<file path="src/rtl/fifo_arb_pkg.sv">
// Shared types and helpers for the FIFO write arbiter and its round-robin picker.
package fifo_arb_pkg;

  typedef enum logic [1:0] {
    StIdle,
    StSend,
    StStall
  } arb_state_e;

  // Index width; at least one bit, so a two-entry pointer still toggles.
  function automatic int unsigned ptr_w(input int unsigned n);
    return (n <= 2) ? 1 : $clog2(n);
  endfunction

  function automatic int unsigned wrap_add(input int unsigned a, input int unsigned b,
                                           input int unsigned n);
    int unsigned s;
    s = a + b;
    return (s >= n) ? s - n : s;
  endfunction

  function automatic int unsigned slice_lsb(input int unsigned idx, input int unsigned w);
    return idx * w;
  endfunction

endpackage

</file>
<file path="src/rtl/fifo_wr_arbiter_if.sv">
// Requester handshake plus FIFO write-port bundle; master is the arbiter side.
interface fifo_wr_arbiter_if #(
  parameter int unsigned NUM_REQ = 4,
  parameter int unsigned DATA_W  = 8
) ();
  localparam int unsigned PTR_W = fifo_arb_pkg::ptr_w(NUM_REQ);

  logic [NUM_REQ-1:0]        req_valid;
  logic [NUM_REQ*DATA_W-1:0] req_data;
  logic [NUM_REQ-1:0]        req_ready;
  logic                      wr_full;
  logic                      wrreq;
  logic [DATA_W-1:0]         data_in;
  logic [PTR_W-1:0]          grant_id;

  modport master (
    input  req_valid, req_data, wr_full,
    output req_ready, wrreq, data_in, grant_id
  );

  modport slave (
    output req_valid, req_data, wr_full,
    input  req_ready, wrreq, data_in, grant_id
  );
endinterface

</file>
<file path="src/rtl/rr_priority_pick.sv">
// Combinational round-robin pick: rotate by ptr, find first set, rotate the index back.
module rr_priority_pick
  import fifo_arb_pkg::*;
#(
  parameter int unsigned NUM_REQ = 4,
  parameter int unsigned PTR_W   = ptr_w(NUM_REQ)
) (
  input  logic [NUM_REQ-1:0] req_valid,
  input  logic [PTR_W-1:0]   ptr,
  output logic [NUM_REQ-1:0] grant,
  output logic [PTR_W-1:0]   idx,
  output logic               any
);
  logic [2*NUM_REQ-1:0] doubled;
  logic [NUM_REQ-1:0]   rotated;
  logic [PTR_W-1:0]     offset;

  assign doubled = {req_valid, req_valid};
  assign rotated = NUM_REQ'(doubled >> ptr);

  // Descending scan so the lowest set bit (nearest to ptr) wins.
  always_comb begin
    offset = '0;
    any    = 1'b0;
    for (int k = NUM_REQ - 1; k >= 0; k--) begin
      if (rotated[k]) begin
        offset = PTR_W'(k);
        any    = 1'b1;
      end
    end
  end

  assign idx = PTR_W'(wrap_add(32'(ptr), 32'(offset), NUM_REQ));

  always_comb begin
    grant = '0;
    if (any) grant[idx] = 1'b1;
  end
endmodule

</file>
<file path="src/rtl/fifo_wr_arbiter.sv">
// Round-robin write arbiter feeding one FIFO write port from NUM_REQ producers.
// Optional FIFO_ARB_BURST_EN lets a winner hold the grant for up to MAX_BURST words.
module fifo_wr_arbiter
  import fifo_arb_pkg::*;
#(
  parameter int unsigned NUM_REQ   = 4,
  parameter int unsigned DATA_W    = 8,
  parameter int unsigned MAX_BURST = 4
) (
  input logic           wr_clk,
  input logic           rst_n,
  fifo_wr_arbiter_if.master bus
);
  localparam int unsigned PTR_W = ptr_w(NUM_REQ);

  if (NUM_REQ < 2 || NUM_REQ > 8 || MAX_BURST < 1) begin : g_bad_cfg
    $error("fifo_wr_arbiter: unsupported NUM_REQ or MAX_BURST");
  end

  arb_state_e           state_q;
  logic [DATA_W-1:0]    data_q;
  logic [PTR_W-1:0]     gid_q;
  logic [PTR_W-1:0]     ptr_q, ptr_d;
  logic [PTR_W-1:0]     win_idx;
  logic [NUM_REQ-1:0]   win_grant;
  logic                 win_any;
  logic                 out_valid;
  logic                 wrreq;
  logic                 load;

  assign out_valid = (state_q != StIdle);
  assign wrreq     = out_valid & ~bus.wr_full;
  // Gated by rst_n so no word is taken while reset is asserted.
  assign load      = rst_n & (~out_valid | wrreq);

  rr_priority_pick #(
    .NUM_REQ (NUM_REQ),
    .PTR_W   (PTR_W)
  ) u_pick (
    .req_valid (bus.req_valid),
    .ptr       (ptr_q),
    .grant     (win_grant),
    .idx       (win_idx),
    .any       (win_any)
  );

  assign bus.req_ready = load ? win_grant : '0;
  assign bus.wrreq     = wrreq;
  assign bus.data_in   = data_q;
  assign bus.grant_id  = gid_q;

`ifdef FIFO_ARB_BURST_EN
  localparam int unsigned CNT_W = ptr_w(MAX_BURST);

  logic [CNT_W-1:0] cnt_q, cnt_d, cnt_base;

  // ptr_q parks on the burst owner; a different winner means the burst ended early.
  always_comb begin
    ptr_d    = ptr_q;
    cnt_d    = cnt_q;
    cnt_base = (win_idx == ptr_q) ? cnt_q : '0;
    if (load && win_any) begin
      if (32'(cnt_base) == MAX_BURST - 1) begin
        ptr_d = PTR_W'(wrap_add(32'(win_idx), 1, NUM_REQ));
        cnt_d = '0;
      end else begin
        ptr_d = win_idx;
        cnt_d = cnt_base + 1'b1;
      end
    end else if (load && cnt_q != '0) begin
      ptr_d = PTR_W'(wrap_add(32'(ptr_q), 1, NUM_REQ));
      cnt_d = '0;
    end
  end

  always_ff @(posedge wr_clk or negedge rst_n) begin
    if (!rst_n) cnt_q <= '0;
    else        cnt_q <= cnt_d;
  end
`else
  always_comb begin
    ptr_d = ptr_q;
    if (load && win_any) ptr_d = PTR_W'(wrap_add(32'(win_idx), 1, NUM_REQ));
  end
`endif

  always_ff @(posedge wr_clk or negedge rst_n) begin
    if (!rst_n) begin
      state_q <= StIdle;
      data_q  <= '0;
      gid_q   <= '0;
      ptr_q   <= '0;
    end else begin
      ptr_q <= ptr_d;
      if (load) begin
        if (win_any) begin
          state_q <= StSend;
          data_q  <= bus.req_data[slice_lsb(32'(win_idx), DATA_W) +: DATA_W];
          gid_q   <= win_idx;
        end else begin
          state_q <= StIdle;
        end
      end else begin
        state_q <= StStall;
      end
    end
  end
endmodule

</file>
<file path="src/flat_wrapper.sv">
// flat-port wrapper written by rule: the top's interface ports become plain ports
module fifo_wr_arbiter_flat import fifo_arb_pkg::*;
#(
  parameter int unsigned NUM_REQ   = 4,
  parameter int unsigned DATA_W    = 8,
  parameter int unsigned MAX_BURST = 4
)
  (wr_clk, rst_n, bus_req_valid, bus_req_data, bus_wr_full, bus_req_ready, bus_wrreq, bus_data_in, bus_grant_id);
  fifo_wr_arbiter_if #(.NUM_REQ(NUM_REQ), .DATA_W(DATA_W)) bus_i ();
  input logic wr_clk;
  input logic rst_n;
  input wire logic [$bits(bus_i.req_valid)-1:0] bus_req_valid;
  input wire logic [$bits(bus_i.req_data)-1:0] bus_req_data;
  input wire logic [$bits(bus_i.wr_full)-1:0] bus_wr_full;
  output wire logic [$bits(bus_i.req_ready)-1:0] bus_req_ready;
  output wire logic [$bits(bus_i.wrreq)-1:0] bus_wrreq;
  output wire logic [$bits(bus_i.data_in)-1:0] bus_data_in;
  output wire logic [$bits(bus_i.grant_id)-1:0] bus_grant_id;
  assign bus_i.req_valid = bus_req_valid;
  assign bus_i.req_data = bus_req_data;
  assign bus_i.wr_full = bus_wr_full;
  assign bus_req_ready = bus_i.req_ready;
  assign bus_wrreq = bus_i.wrreq;
  assign bus_data_in = bus_i.data_in;
  assign bus_grant_id = bus_i.grant_id;
  fifo_wr_arbiter #(.NUM_REQ(NUM_REQ), .DATA_W(DATA_W), .MAX_BURST(MAX_BURST)) u_core (.wr_clk(wr_clk), .rst_n(rst_n), .bus(bus_i));
endmodule
</file>
<file path="config.mk">
export PLATFORM = sky130hd
export DESIGN_NAME = fifo_wr_arbiter_flat
export DESIGN_NICKNAME = d
export VERILOG_FILES = /design/src/rtl/fifo_arb_pkg.sv /design/src/rtl/fifo_wr_arbiter_if.sv /design/src/rtl/rr_priority_pick.sv /design/src/rtl/fifo_wr_arbiter.sv /design/src/flat_wrapper.sv
export SDC_FILE = /design/constraint.sdc
export NUM_CORES = 1
export LEC_CHECK = 0
export CAP_MARGIN = 30
export CORE_MARGIN = 1
export CORE_UTILIZATION = 43
export CTS_CLUSTER_SIZE = 8
export DETAILED_ROUTE_END_ITERATION = 16
export HOLD_SLACK_MARGIN = 0.06
export PLACE_DENSITY = 0.95
export SYNTH_ARGS = -nofsm -noshare
export SYNTH_HDL_FRONTEND = slang
export SYNTH_SLANG_ARGS = --single-unit
</file>
<file path="constraint.sdc">
create_clock -name wr_clk -period 4.5 [get_ports wr_clk]
set_clock_uncertainty 0.15 [all_clocks]
set_input_delay 0.9 -clock wr_clk [delete_from_list [all_inputs] [get_ports wr_clk]]
set_output_delay 0.9 -clock wr_clk [all_outputs]
set_load 0.005 [all_outputs]
</file>
==> parameters.txt <==
Parameter                              Value

Run status
  Outcome    completed

Synth
  Share of the yosys chip area belonging to registers    0.329
  Top area cells in the synthesized netlist    dfrtp_1 (33%), nor2b_1 (10%), nand2_1 (6.7%)
  FF+latch count, synth    14
  Share of synthesized registers carrying an async set or reset    1.00
  Number of flops mapped to enable cells by yosys    0
  Post-synth top cells    nand2_1 (19), nor2b_1 (17), dfrtp_1 (14), o31ai_1 (9)
  Most common flop cell mapped by yosys    dfrtp_1
  Post-Syn Area per Cell    8.67 µm²
  Leading area contributor after synthesis    dfrtp_1
  Synth warn    0
  Netlist Area Pre-Place    1070 µm²
  Area share of the leading cell type in the synthesized netlist    0.329
  Total nets after synthesis    163
  Synth Instances    123
  Dominant cell by count in the synthesized netlist    nand2_1
  Distinct cell type count of the synthesized netlist    34

Die
  Row cnt    17
  Chip height    51.8 µm
  Die boundary width    51.8 µm
  I/O pin count    54
  Starting Density    0.468
  DIE AREA    2680 µm²
  Area of the core    2280 µm²

Cells and area
  Area occupied by multi-input gates    694 µm²
  Ratio of cells with drive above 1 in the final layout    0.137
  Diode insertion count for antenna repair    0
  Area added between synthesis and finish    62.1%
  Count of nets after finishing    223
  Count of filler cells inserted in the layout    166
  Seq. cell area    350 µm²

STA
  Final worst-path setup slack    0.141 ns
  Final hold violation count    0
  Relative slew margins    0.694
  Sum Neg Setup Slack    0 ns
  RSZ-0062 raised after global routing    no
  Post-layout min period    4.36 ns
  Number of endpoints failing setup at the final stage    0
  Peak Freq    229 MHz
  Final worst-path cycle share    0.969
  Final-report max-slew violation count    0
  Worst-margin pin slew    0.447 ns

Drt
  First DRT Iteration DRCs    11
  Detail Route Antenna Nets    0
  Mean routed wirelength per cell    14.1 µm
  Count of vias placed by the detailed router    1196
  Detailed-routing iteration count for the pre-antenna-repair pass    4
  Via-per-instance ratio    5.70
  Detailed-route DRC error count    0
  Post-Route WL    2.95 mm

Global routing
  Pin count of the biggest net entering global routing    27
  Overall overflow remaining after global route    0
  Overall Global Routing Usage    0.237
  Global-route wire length before repair    4.73 mm
  Via count of the first global-routing pass    1128
  Initial antenna violation count    0

CTS
  TritonCTS clock tree    built
  TritonCTS Sinks    14
  Clock root buffer    clkbuf_4
  Number of buffers created by CTS    3
  H-Tree Level Count    1
  Clock Tree Buf Depth    2
  Reg clk slew, reported paths    0.08 ns
  Skew-Pair Late Insertion Delay    0.28 ns
  Number of post-CTS setup repair buffers    0

Placement
  PortBufs    53
  Detail Placement HPWL    2.30 mm
  Worst setup timing slack at the placement stage    0.0760 ns
  Gp weighted congestion    0.885

Power and ir drop
  Leakage    0.692 nW
  Ratio of total power to cell area    660 nW/µm²
  Max VDD drop    0.518 mV

Setup path
  Critical path peak fanout    3
  Critical path start-end classification    in -> out
  Arrival time worst endpoint    3.31 ns
  Worst setup EP type    output port
  Kind of launch point of the worst setup path    input pin
  Worst path required time    3.45 ns

Worst hold path
  Classification of the worst-slack hold path    reg -> reg

Job
  Count of maximum capacitance violations    0
-- worst max-delay path: stages --
cell,delay (ns)
clkdlybuf4s50_1,0.53
nor2b_1,0.09
a221o_1,0.29
nand2_1,0.06
o221ai_1,0.10
ha_2,0.22
xnor2_2,0.18
nor3_4,0.18
nor2_2,0.09
nor3_2,0.15
clkdlybuf4s50_1,0.52
-- state kept, by name, summed over array words and instances, names as in the netlist --
name and cells:
u_core.state_q 2, u_core.bus.data_in 8, u_core.ptr_q 2, u_core.bus.grant_id 2
-- stage by stage --
step	power (mW)	util	std cells	hold WS (ns)	instance area [µm²]
3_3_place_gp	0.987	0.734	206	0.311	1670
5_1_grt	1.23	0.759	210	0.358	1730
4_1_cts	1.11	0.750	210	0.336	1710
3_5_place_dp	1.02	0.734	206	0.316	1670
6_report	1.14	0.759	210	0.334	1730
2_1_floorplan	0.717	-	123	0.321	1070
-- area by class of cell --
class / instances / area share
repair buffers: 63 / 0.352
clock buffers: 4 / 0.0210
well taps: 28 / 0.0203
flip-flops and latches: 14 / 0.203
inverters: 1 / 0.00217
multi-input cells: 100 / 0.402
-- per-layer routing --
layer	wire length [µm]	global-route usage	share of wire	up-vias
met5	0	0	0	-
met4	77	0.0721	0.026	0
met3	192	0.0585	0.065	9
met2	1560	0.465	0.53	49
met1	1130	0.242	0.38	555
li1	-	-	-	583
-- timing repair --
action	4_1_cts	5_1_grt
endpoints found under the setup margin	0	4
gates resized for setup	0	5
hold buffers	0	0
-- layout by cell type, fill, tap and decap left out, types with 2 or more instances in the layout --
| cell type | n |
|---|---|
| clkbuf_4 | 3 |
| nand2b_1 | 2 |
| nor2b_1 | 17 |
| nand2_1 | 19 |
| o221ai_1 | 2 |
| dfrtp_1 | 14 |
| clkdlybuf4s50_1 | 52 |
| nor3_1 | 3 |
| buf_4 | 10 |
| nor2_1 | 7 |
| o31ai_1 | 9 |
| nor3b_1 | 3 |
| a221oi_1 | 8 |
| a2111oi_0 | 7 |
| o21ai_0 | 3 |
-- worst paths after layout --
path,slack (ns),end,cells after the start,start
max reg2reg,1.75,u_core.bus.data_in[5],10,u_core.ptr_q[0]
min reg2reg,0.33,u_core.bus.data_in[2],2,u_core.bus.data_in[2]
max,0.14,bus_req_ready[2],11,bus_req_valid[1]
max in group asynchronous,3.21,u_core.ptr_q[1],2,rst_n
min,0.33,u_core.bus.data_in[2],2,u_core.bus.data_in[2]
min in group asynchronous,0.83,u_core.bus.grant_id[1],2,rst_n
-- cells by family after synthesis --
family	synth area share
mux	0.0141
xor+xnor	0.0164
compound gates	0.316
buf+inv	0.0364
flops	0.329
simple gates	0.277
fa+ha+maj	0.0117
-- report_power, final --
| group | internal (mW) | leakage, nW | total [mW] | switching (mW) |
|---|---|---|---|---|
| registers | 0.180 | 0.170 | 0.230 | 0.0496 |
| logic | 0.405 | 0.501 | 0.819 | 0.414 |
| clock network | 0.0493 | 0.0210 | 0.0912 | 0.0420 |
Note: power is estimated with default switching activity, not from simulation.
